===== config.mk =====
export PLATFORM = sky130hd
export DESIGN_NAME = shift_seq
export DESIGN_NICKNAME = d
export VERILOG_FILES = /design/src/rtl/shift_seq.sv
export SDC_FILE = /design/constraint.sdc
export NUM_CORES = 1
export LEC_CHECK = 0
export CAP_MARGIN = 20
export CORE_UTILIZATION = 55
export CTS_BUF_LIST = sky130_fd_sc_hd__clkbuf_8
export DETAILED_ROUTE_END_ITERATION = 8
export PLACE_DENSITY_LB_ADDON = 0.1
export SLEW_MARGIN = 20
export SYNTH_ARGS = -nofsm -noshare
export SYNTH_HDL_FRONTEND = slang
export SYNTH_SLANG_ARGS = --single-unit

===== constraint.sdc =====
create_clock -name clk -period 2.45 [get_ports clk]
set_input_delay 0.49 -clock clk [delete_from_list [all_inputs] [get_ports clk]]
set_output_delay 0.49 -clock clk [all_outputs]
set_load 0.005 [all_outputs]

===== src/rtl/shift_seq.sv =====
// Iterative 32-bit shifter/rotator: moves the operand one bit per cycle
// through IDLE -> SHIFT -> DONE, with a registered result held between operations.
module shift_seq (
  input  logic        clk,
  input  logic        rst_n,
  input  logic        start,
  input  logic [2:0]  func,
  input  logic [31:0] in,
  input  logic [4:0]  amt,
  output logic        busy,
  output logic        done,
  output logic [31:0] out
);

  typedef enum logic [1:0] {
    S_IDLE  = 2'b00,
    S_SHIFT = 2'b01,
    S_DONE  = 2'b10
  } state_t;

  typedef enum logic [2:0] {
    OP_SLL   = 3'b000,
    OP_SRL   = 3'b001,
    OP_SRA   = 3'b010,
    OP_ROL   = 3'b011,
    OP_ROR   = 3'b100,
    OP_PASS5 = 3'b101,
    OP_PASS6 = 3'b110,
    OP_PASS7 = 3'b111
  } op_t;

  state_t      r_state;
  state_t      w_state_nxt;
  op_t         r_op;
  logic [31:0] r_work;
  logic [4:0]  r_cnt;
  logic [31:0] r_out;
  logic [31:0] w_step;
  logic        w_fast;

  // Zero amount or a pass-through code completes without entering SHIFT.
  always_comb begin
    w_fast = (amt == '0) || (func > OP_ROR);
  end

  // One-bit step of the work register for the captured operation.
  always_comb begin
    w_step = r_work;
    case (r_op)
      OP_SLL:  w_step = {r_work[30:0], 1'b0};
      OP_SRL:  w_step = {1'b0, r_work[31:1]};
      OP_SRA:  w_step = {r_work[31], r_work[31:1]};
      OP_ROL:  w_step = {r_work[30:0], r_work[31]};
      OP_ROR:  w_step = {r_work[0], r_work[31:1]};
      default: w_step = r_work;
    endcase
  end

  always_comb begin
    w_state_nxt = r_state;
    case (r_state)
      S_IDLE: begin
        if (start) begin
          w_state_nxt = w_fast ? S_DONE : S_SHIFT;
        end
      end
      S_SHIFT: begin
        if (r_cnt == 5'd1) begin
          w_state_nxt = S_DONE;
        end
      end
      S_DONE:  w_state_nxt = S_IDLE;
      default: w_state_nxt = S_IDLE;
    endcase
  end

  always_ff @(posedge clk) begin
    if (!rst_n) begin
      r_state <= S_IDLE;
      r_op    <= OP_SLL;
      r_work  <= '0;
      r_cnt   <= '0;
      r_out   <= '0;
    end else begin
      r_state <= w_state_nxt;
      case (r_state)
        S_IDLE: begin
          if (start) begin
            r_work <= in;
            r_cnt  <= amt;
            r_op   <= op_t'(func);
            if (w_fast) begin
              r_out <= in;
            end
          end
        end
        S_SHIFT: begin
          r_work <= w_step;
          r_cnt  <= r_cnt - 5'd1;
          if (r_cnt == 5'd1) begin
            r_out <= w_step;
          end
        end
        default: begin
        end
      endcase
    end
  end

  assign busy = (r_state == S_SHIFT);
  assign done = (r_state == S_DONE);
  assign out  = r_out;

endmodule

==> flow_summary_export.csv <==
group,metric,value,unit
status,status,"finished clean",
setup_path,crit_family,"buffers and inverters",
floorplan,die_x,87.3,microns
layout,final_nets,505,
logic_synthesis,yosysSeqAreaShare,37.0,%
floorplan,core_area,6910,sq um
logic_synthesis,synthMostInstantiatedCell,"dfxtp_1",
logic_synthesis,syn_area,4000,sq um
clocking,cts.sinks,74,
logic_synthesis,yosysWarnings,0,
logic_synthesis,synth_cells,387,
sta,max_slew.worst_pin.slew,557,ps
setup_path,crit_path_max_fanout,13,
sta,clock_skew,6.55,ps
logic_synthesis,async_reset_ff_share,0,%
route,viasPerCell,6.17,
global_routing,antenna_found_initial,0,
logic_synthesis,yosys_register_bits,74,
logic_synthesis,yosys.area.top_type,"dfxtp_1",
logic_synthesis,synth_top_area_share,37.0,%
layout,diodes,0,
route,wl_per_cell,17.3,microns
floorplan,rows,30,
sta,finalSetupViolCount,0,
placement,gp_congestion,0.828,
global_routing,grt-ovfl-total,0,
logic_synthesis,synth_area_per_cell,10.3,sq um
floorplan,die-area,7620,sq um
global_routing,grt_max_degree,33,
logic_synthesis,synth_commonest_cells,"dfxtp_1, mux2i_1, a22o_1, nand2_1, o221ai_2",
setup_path,crit_type,"register to primary output",
logic_synthesis,ys.flop_type,"dfxtp_1",
clocking,cts-htree-levels,3,
setup_path,startpoint,"r_state[1]$_SDFFE_PN0P_",
clocking,cts_hold_buffers,0,
logic_synthesis,mappedNetlistNets,432,
clocking,cts_buffer_depth,2,
placement,dpl.hpwl,6720,microns
setup_path,crit_chain,"nand2b_1 > inv_4 > clkdlybuf4s50_1",
sta,period_minus_slack,2250,ps
setup_path,worstPathRequired,1960,ps
sta,fmax,0.445,GHz
route,num_vias,3461,
floorplan,die_h,87.3,microns
setup_path,slowest_stage,"clkdlybuf4s50_1",
hold_path,hold_path_startpoint,"out[19]$_SDFFE_PN0P_",
clocking,post_cts_buffers,0,
route,drtAntennaViolNets,0,
sta,holdWs,480,ps
clocking,clk_pin_slew_worst_paths,70,ps
logic_synthesis,synth_cell_types,50,
clocking,post_cts_resized,0,
route,routed_wl,9720,microns
route,drc_errors,0,
clocking,cts_tree,"done",
clocking,clk_latency,340,ps
floorplan,pin_count,77,
clocking,clockRootBuffer,"clkbuf_8",
sta,rsz0062_at_grt,"no",
global_routing,grt.total_usage,26.5,%
setup_path,arrival,1760,ps
route,dr.first_iter.drc_count,114,
logic_synthesis,synth-edff-count,0,
power_and_ir_drop,irDropWorstVdd,0.360,mV
layout,area_delta_synth_final,25.7,%
setup_path,reg2reg_from,"r_cnt[0]$_SDFFE_PN0P_",
sta,fin_tns_setup,0,ps
setup_path,path_buf_inv,2,
global_routing,grt_pass1_wl,15900,microns
layout,stdcell_area,5030,sq um
setup_path,crit_path_max_incr_delay,520,ps
setup_path,cp-start-kind,"register",
sta,fin_crit_sh,91.8,%
hold_path,min_path_type,"register to register",
global_routing,grt_pass1_vias,3330,
clocking,cts_inserted_buffers,9,
placement,io_buffers,76,
power_and_ir_drop,p_leak,2.00,nW
layout,drive_gt1_share,14.8,%
route,drt_first_pass_iters,5,
placement,dpl-instance-area,4860,sq um
power_and_ir_drop,power.density,601,nW/um^2
flow_run,maxCapViolCount,0,
floorplan,initial_core_util,57.9,%
sta,slew-limit-headroom,62.8,%
sta,hold_viol,0,
sta,drv_slew,0,
setup_path,end_kind,"primary output",
logic_synthesis,ys_top_cells_by_area,"dfxtp_1, mux2i_1, a22o_1",
[layout by cell type, fill, tap and decap left out, drive strengths merged, types with 3 or more instances in the layout]
cell	instances
nor3b	3
nor2b	5
mux2i	63
inv	9
o22ai	3
a22o	57
o2bb2ai	6
nand2	34
o21ai	6
clkbuf	10
o211ai	3
dfxtp	74
o221ai	32
nand3	3
a21oi	6
buf	22
clkinv	3
nor2	14
clkdlybuf4s50	76
nand2b	4
a31oi	3
[area by class of cell]
class | instances | area (sq um)
Multi-Input combinational cell | 271 | 2300
Fill cell | 550 | 1880
Sequential cell | 74 | 1480
Timing Repair Buffer | 98 | 938
Clock buffer | 10 | 138
Tap cell | 96 | 120
Clock inverter | 6 | 26.3
Inverter | 6 | 25.0
[registers in the layout (all words and copies together) (netlist names)]
name	cells
out	32
r_cnt	5
r_op	3
r_state	2
r_work	32
[final timing paths]
check	endpoint	slack [ps]	cells past startpoint
worst min-delay path	out[19]$_SDFFE_PN0P_	480	1
worst max register to register	out[0]$_SDFFE_PN0P_	400	6
worst max-delay path	busy	200	3
worst min register to register	out[19]$_SDFFE_PN0P_	480	1
[report_power, final]
group / switching [mW] / total, mW / internal (mW) / leakage, nW
Combinational: 0.382 / 0.792 / 0.410 / 1.30
Clock: 0.422 / 0.801 / 0.379 / 0.0996
Sequential: 0.127 / 1.43 / 1.30 / 0.608
Total: 0.931 / 3.03 / 2.09 / 2.00
[through the flow]
step,setup slack (ps),cells,utilization [%],power [mW]
4_1_cts,48.9,561,72.8,3.04
3_5_place_dp,126,545,70.4,2.24
5_1_grt,133,561,72.8,3.17
3_3_place_gp,213,545,70.4,2.22
6_report,202,561,72.8,3.03
2_1_floorplan,762,387,-,1.96
[routing by layer]
metal	vias up	routed length, microns	part of all wire (%)	track usage [%]
met5	-	0	0	0
met4	0	171	1.8	11.2
met3	20	384	4.0	4.17
met2	89	4710	48	43.7
met1	1692	4450	46	34.5
li1	1660	-	-	-
[cells by family (layout without fill, tap and decap cells)]
family / Yosys count / in the layout / share of synthesized area [%]
flip-flops: 74 / 74 / 37.0
adder cells (fa/ha/maj): 2 / 2 / 0.625
multiplexers: 65 / 65 / 16.3
AO/OA/AOI/OAI: 126 / 126 / 29.6
buffers and inverters: 42 / 120 / 5.91
AND/OR/NAND/NOR: 76 / 76 / 9.63
XOR/XNOR: 2 / 2 / 0.907
[worst reg2reg max path: cells and delay by family, from the launching register on]
family	cells	cell delay, ps
flip-flops	1	410
adder cells (fa/ha/maj)	1	180
AND/OR/NAND/NOR	1	480
buffers and inverters	1	430
AO/OA/AOI/OAI	3	480
No activity file was read; power rests on OpenSTA's default activity.
